## src/rtl/ddr_sample_reader_pkg.sv

```systemverilog
// Shared types and constants for the DDR sample playback reader.
package ddr_sample_reader_pkg;

  typedef enum logic [2:0] {
    StIdle,
    StWaitCal,
    StFetch,
    StDrain,
    StDone
  } state_e;

  localparam logic [2:0]  CMD_READ   = 3'b001;
  localparam int unsigned ADDR_STEP  = 8;
  localparam int unsigned FIFO_DEPTH = 4;
  localparam int unsigned SAMPLE_W   = 16;
  localparam int unsigned WORD_W     = 256;

endpackage

```

## src/rtl/ddr_word_fifo.sv

```systemverilog
// Small word FIFO between MIG read returns and the sample serializer.
// Depth must be a power of two; a push while full is accepted only alongside a pop.
module ddr_word_fifo
  import ddr_sample_reader_pkg::*;
#(
  parameter int unsigned Width = WORD_W,
  parameter int unsigned Depth = FIFO_DEPTH
) (
  input  logic                     i_clk,
  input  logic                     i_rst,
  input  logic                     i_wr_en,
  input  logic [Width-1:0]         i_wr_data,
  input  logic                     i_rd_en,
  output logic [Width-1:0]         o_rd_data,
  output logic [$clog2(Depth):0]   o_count,
  output logic                     o_full,
  output logic                     o_empty
);

  localparam int unsigned PtrW = $clog2(Depth);
  localparam logic [PtrW:0] FullCount = (PtrW + 1)'(Depth);

  logic [Width-1:0] r_mem [Depth];
  logic [PtrW-1:0]  r_wr_ptr;
  logic [PtrW-1:0]  r_rd_ptr;
  logic [PtrW:0]    r_count;
  logic             w_push;
  logic             w_pop;

  assign o_empty   = (r_count == '0);
  assign o_full    = (r_count == FullCount);
  assign o_count   = r_count;
  assign o_rd_data = r_mem[r_rd_ptr];
  assign w_pop     = i_rd_en && !o_empty;
  assign w_push    = i_wr_en && (!o_full || w_pop);

  always_ff @(posedge i_clk or posedge i_rst) begin
    if (i_rst) begin
      r_wr_ptr <= '0;
      r_rd_ptr <= '0;
      r_count  <= '0;
    end else begin
      if (w_push) r_wr_ptr <= r_wr_ptr + 1'b1;
      if (w_pop)  r_rd_ptr <= r_rd_ptr + 1'b1;
      case ({w_push, w_pop})
        2'b10:   r_count <= r_count + 1'b1;
        2'b01:   r_count <= r_count - 1'b1;
        default: r_count <= r_count;
      endcase
    end
  end

  always_ff @(posedge i_clk) begin
    if (w_push) r_mem[r_wr_ptr] <= i_wr_data;
  end

endmodule

```

## src/rtl/ddr_sample_reader.sv

```systemverilog
// Streams NUM_WORDS 256-bit words from MIG DDR and serializes them into 16-bit samples.
// Define READER_LOOP_EN to wrap the address back to BASE_ADDR and fetch forever.
module ddr_sample_reader
  import ddr_sample_reader_pkg::*;
#(
  parameter logic [28:0] BASE_ADDR = 29'd0,
  parameter int unsigned NUM_WORDS = 1024
) (
  input  logic                ui_clk,
  input  logic                ui_clk_sync_rst,
  input  logic                init_calib_complete,
  input  logic                start,
  input  logic                app_rdy,
  output logic                app_en,
  output logic [2:0]          app_cmd,
  output logic [28:0]         app_addr,
  input  logic [WORD_W-1:0]   app_rd_data,
  input  logic                app_rd_data_valid,
  input  logic                sample_req,
  output logic [SAMPLE_W-1:0] sample_data,
  output logic                sample_valid,
  output logic                underrun,
  output logic                done
);

  state_e               r_state;
  state_e               w_state_next;
  logic [2:0]           r_outstanding;
  logic [15:0]          r_word_cnt;
  logic [3:0]           r_idx;
  logic [28:0]          r_addr;
  logic [SAMPLE_W-1:0]  r_sample;
  logic                 r_sample_valid;
  logic                 r_underrun;

  logic                 w_active;
  logic                 w_accept;
  logic                 w_beat;
  logic                 w_last_cmd;
  logic                 w_restart;
  logic                 w_credit;
  logic                 w_req_ok;
  logic                 w_take;
  logic                 w_pop;
  logic                 w_fifo_wr;
  logic [WORD_W-1:0]    w_fifo_rdata;
  logic [2:0]           w_fifo_count;
  logic                 w_fifo_full;
  logic                 w_fifo_empty;

  assign w_active   = (r_state == StFetch) || (r_state == StDrain);
  assign w_accept   = app_en && app_rdy;
  // Beats with nothing outstanding belong to reads abandoned by a reset.
  assign w_beat     = app_rd_data_valid && w_active && (r_outstanding != 3'd0);
  assign w_last_cmd = (r_word_cnt == 16'(NUM_WORDS - 1));
  assign w_restart  = start && ((r_state == StIdle) || (r_state == StDone));
  assign w_credit   = ({1'b0, r_outstanding} + {1'b0, w_fifo_count}) < 4'(FIFO_DEPTH);
  assign w_req_ok   = sample_req && w_active;
  assign w_take     = w_req_ok && !w_fifo_empty;
  assign w_pop      = w_take && (r_idx == 4'd15);
  assign w_fifo_wr  = w_beat && (!w_fifo_full || w_pop);

  ddr_word_fifo #(
    .Width (WORD_W),
    .Depth (FIFO_DEPTH)
  ) u_fifo (
    .i_clk     (ui_clk),
    .i_rst     (ui_clk_sync_rst),
    .i_wr_en   (w_fifo_wr),
    .i_wr_data (app_rd_data),
    .i_rd_en   (w_pop),
    .o_rd_data (w_fifo_rdata),
    .o_count   (w_fifo_count),
    .o_full    (w_fifo_full),
    .o_empty   (w_fifo_empty)
  );

  always_ff @(posedge ui_clk or posedge ui_clk_sync_rst) begin
    if (ui_clk_sync_rst) r_state <= StIdle;
    else                 r_state <= w_state_next;
  end

  always_comb begin
    w_state_next = r_state;
    unique case (r_state)
      StIdle:    if (start) w_state_next = StWaitCal;
      StWaitCal: if (init_calib_complete) w_state_next = StFetch;
      StFetch: begin
`ifndef READER_LOOP_EN
        if (w_accept && w_last_cmd) w_state_next = StDrain;
`endif
      end
      StDrain:   if (r_outstanding == 3'd0 && w_fifo_empty) w_state_next = StDone;
      StDone:    if (start) w_state_next = StWaitCal;
      default:   w_state_next = StIdle;
    endcase
  end

  always_comb begin
    app_en       = (r_state == StFetch) && w_credit;
    app_cmd      = CMD_READ;
    app_addr     = r_addr;
    done         = (r_state == StDone);
    sample_data  = r_sample;
    sample_valid = r_sample_valid;
    underrun     = r_underrun;
  end

  always_ff @(posedge ui_clk or posedge ui_clk_sync_rst) begin
    if (ui_clk_sync_rst) begin
      r_addr         <= BASE_ADDR;
      r_word_cnt     <= '0;
      r_outstanding  <= '0;
      r_idx          <= '0;
      r_sample       <= '0;
      r_sample_valid <= 1'b0;
      r_underrun     <= 1'b0;
    end else begin
      if (w_restart) begin
        r_addr     <= BASE_ADDR;
        r_word_cnt <= '0;
      end else if (w_accept) begin
`ifdef READER_LOOP_EN
        if (w_last_cmd) begin
          r_addr     <= BASE_ADDR;
          r_word_cnt <= '0;
        end else begin
          r_addr     <= r_addr + 29'(ADDR_STEP);
          r_word_cnt <= r_word_cnt + 16'd1;
        end
`else
        r_addr     <= r_addr + 29'(ADDR_STEP);
        r_word_cnt <= r_word_cnt + 16'd1;
`endif
      end

      if (w_restart) r_outstanding <= '0;
      else if (w_accept && !w_beat) r_outstanding <= r_outstanding + 3'd1;
      else if (!w_accept && w_beat) r_outstanding <= r_outstanding - 3'd1;

      r_sample_valid <= w_take;
      r_underrun     <= w_req_ok && w_fifo_empty;
      if (w_restart) begin
        r_idx <= '0;
      end else if (w_take) begin
        r_sample <= w_fifo_rdata[{r_idx, 4'b0000} +: SAMPLE_W];
        r_idx    <= r_idx + 4'd1;
      end else if (w_req_ok) begin
        r_sample <= '0;
      end
    end
  end

endmodule

```

## config.mk

```make
export PLATFORM = sky130hd
export DESIGN_NAME = ddr_sample_reader
export DESIGN_NICKNAME = d
export VERILOG_FILES = /design/src/rtl/ddr_sample_reader_pkg.sv /design/src/rtl/ddr_word_fifo.sv /design/src/rtl/ddr_sample_reader.sv
export SDC_FILE = /design/constraint.sdc
export NUM_CORES = 1
export LEC_CHECK = 0
export CAP_MARGIN = 20
export CORE_ASPECT_RATIO = 0.7
export CORE_MARGIN = 2
export CORE_UTILIZATION = 55
export CTS_BUF_LIST = sky130_fd_sc_hd__clkbuf_2
export DETAILED_ROUTE_END_ITERATION = 6
export PLACE_DENSITY = 0.8
export SYNTH_ARGS = -nofsm -noshare
export SYNTH_HDL_FRONTEND = slang
export SYNTH_HIERARCHICAL = 1
export SYNTH_SLANG_ARGS = --single-unit
```

## constraint.sdc

```tcl
create_clock -name ui_clk -period 5.1 [get_ports ui_clk]
set_input_delay 1.02 -clock ui_clk [delete_from_list [all_inputs] [get_ports ui_clk]]
set_output_delay 1.02 -clock ui_clk [all_outputs]
set_load 0.02 [all_outputs]
```

==> out/metrics.cfg <==
[timing]
relSlewSlack = 0.387
period_share = 0.912
worstMarginPinSlew_ns = 0.919
rsz0062_at_grt = no
setup_violations = 0
clock-skew-final_ns = 0.116
fmax_mhz = 215
setup_ws_ns = 0.450
fin_crit_ns = 4.65
hold_violations = 0
final_max_slew_viol_count = 0

[clocking]
hold_buffers = 37
clkSinkCount = 1101
postCtsSetupBuffers = 0
cts_buffers = 239
cts_tree = built
clkLatencyLatePin_ns = 1.44
htree_levels = 4
cts.root.buffer_cell = clkbuf_2
clockBufferDepth = 3
cts_resized = 0
path_clk_slew_ns = 0.12

[status]
status = completed

[setup_path]
critPathCaptureType = output port
r2r_setup_slack_ns = 1.43
cp_max_fo = 7
crit_arrival_ns = 3.63
criticalPathCategory = flop to output port
cp.required_ns = 4.08
reg2reg_from = u_fifo/o_count[0]
startpoint = r_outstanding[2]
crit_path_start_kind = flop

[drt]
drc = 0
drt_iter0_drc = 2136
wl_per_cell_microns = 26.6
firstDrtPassIters = 6
wl_microns = 97100
ant_nets = 0
viasPerCell = 6.02
vias = 21937

[synth]
yosysTopAreaCell = edfxtp_1
synth_top_area_share = 0.717
synth_seq_cells = 1101
synthCells = 1872
ys.warnings.count = 6
synthArstFlopShare = 0.0699
synth_area_per_cell_sq_um = 22.9
synth_ff_type = edfxtp_1
yosysSeqAreaShare = 0.762
synth_area_leaders = edfxtp_1 (72%), mux4_2 (17%), dfrtp_1 (4.5%)
netlist_area_sq_um = 42900
synth_edf_count = 1024
ys_types = 55

[pwr]
peakVddDrop_uv = 256
swShare = 0.300
switching_power_uw = 6660
pwr_density_cell_nw_per_um2 = 445
p_leak_uw = 0.0162
internal_power_uw = 15500
p_comb_frac = 0.218
seqPwrFrac = 0.546
clockPowerShare = 0.236

[global_route]
antenna_found_initial = 15
grt_usage = 0.248
grt_pass1_vias = 22871
grt_overflow = 0
grt_max_degree = 110
grt_pass1_wl_microns = 145000

[floorplanning]
die_y_microns = 238
io_pins = 315
initial_utilization = 0.557
core-area_sq_um = 77000
die_w_microns = 338
die_area_sq_um = 80200
num_rows = 85

[placed_design]
place.gp.congestion = 0.839
place_ws_ns = 0.683
placed_area_sq_um = 47300
hpwl_microns = 62000
numPortBuffers = 308

[cells_and_area]
final_util = 0.647
final_common_cell = edfxtp_1
drive_gt1_frac = 0.299
design_area_sq_um = 49800
final_cell_mix = edfxtp_1 (1024), clkbuf_2 (359), mux4_2 (320), clkdlybuf4s50_1 (308), dfrtp_1 (72)
syn2layout_area_growth_pct = 16.3
nets = 2685

[min_path]
hp-class = input pin to flop
holdCritStartpoint = app_rd_data[91]

[job]
drv_cap = 0

-- metrics by stage --
stage	power, uW	hold slack (ns)	setup TNS, ns	std cells
6_report	22200	0.179	0	3647
5_1_grt	23100	0.0853	0	3643
4_1_cts	22400	0.00131	0	3637
3_5_place_dp	17100	0.484	0	3175
3_3_place_gp	16900	0.483	0	3175
2_1_floorplan	15200	0.469	-855.22	1876
-- path summary, 6_finish.rpt --
kind | endpoint | depth (start not counted)
setup / recovery | app_en | 4
max in group asynchronous | r_word_cnt[11] | 5
hold reg to reg | sample_data[5] | 2
setup reg to reg | u_fifo/r_mem[0][46] | 10
min in group asynchronous | u_fifo/o_count[1] | 3
hold / removal | u_fifo/r_mem[2][91] | 1
-- per-layer routing --
layer	global-route usage	vias to the layer above	wire length, microns
met5	0	-	81
met4	0.0782	14	1740
met3	0.0741	136	9880
met2	0.369	1122	45900
met1	0.360	11459	39400
li1	-	9206	-
-- area by class of cell --
class,instances,area (sq um)
Timing Repair Buffer,399,4150
Multi-Input combinational cell,651,9480
Clock buffer,359,1800
Clock inverter,66,337
Inverter,18,67.6
Sequential cell,1101,32700
Fill cell,5049,27200
Antenna cell,9,22.5
Tap cell,1044,1310
-- critical path, stage by stage (launching register included) --
cell and delay, ns:
dfrtp_1 0.44, ha_1 0.33, nor3_2 0.54, and3_1 0.27, clkdlybuf4s50_1 0.61
-- sequential cells by signal, indices dropped and copies added, names as in the netlist --
signal	flops
app_addr	26
r_idx	4
r_outstanding	3
r_state	3
r_word_cnt	16
sample_data	16
sample_valid	1
u_fifo/o_count	3
u_fifo/r_mem	1024
u_fifo/r_rd_ptr	2
u_fifo/r_wr_ptr	2
underrun	1
-- synthesized netlist by cell type (all sizes together) (2+ instances only) --
library cell and instances:
nand2 54, and4 8, o211ai 16, mux2i 32, and3 6, or3 6, mux4 320, conb 2
nor2 11, fa 2, edfxtp 1024, a21oi 27, a22oi 16, a31oi 3, nor4 3, or4 19
ha 10, o31ai 19, clkbuf 22, o21ai 9, inv 18, buf 84, xor2 5, nor3 10
nand4 14, xnor2 4, and2 8, a41o 2, mux2 3, nand2b 5, nand3 19, or3b 2
dfrtp 77
-- power groups by stage --
stage | clock [uW] | sequential [uW] | combinational [uW]
final | 5240 | 12100 | 4830
after global routing | 5810 | 12200 | 5100
after CTS | 5390 | 12100 | 4860
after detailed placement | 0 | 12300 | 4820
after global placement | 0 | 12200 | 4720
after floorplan | 0 | 12200 | 2950
-- cells by family (layout without fill, tap and decap cells) --
| logic type | Yosys count | in the layout | share of synthesized area |
|---|---|---|---|
| mux | 355 | 355 | 0.176 |
| compound gates | 97 | 97 | 0.0153 |
| buf+inv | 124 | 842 | 0.0174 |
| other cells | 2 | 15 | 0.000175 |
| xor+xnor | 9 | 9 | 0.00184 |
| simple gates | 172 | 172 | 0.0229 |
| flops | 1101 | 1101 | 0.762 |
| fa+ha+maj | 12 | 12 | 0.00385 |
No activity file was read; power rests on OpenSTA's default activity.
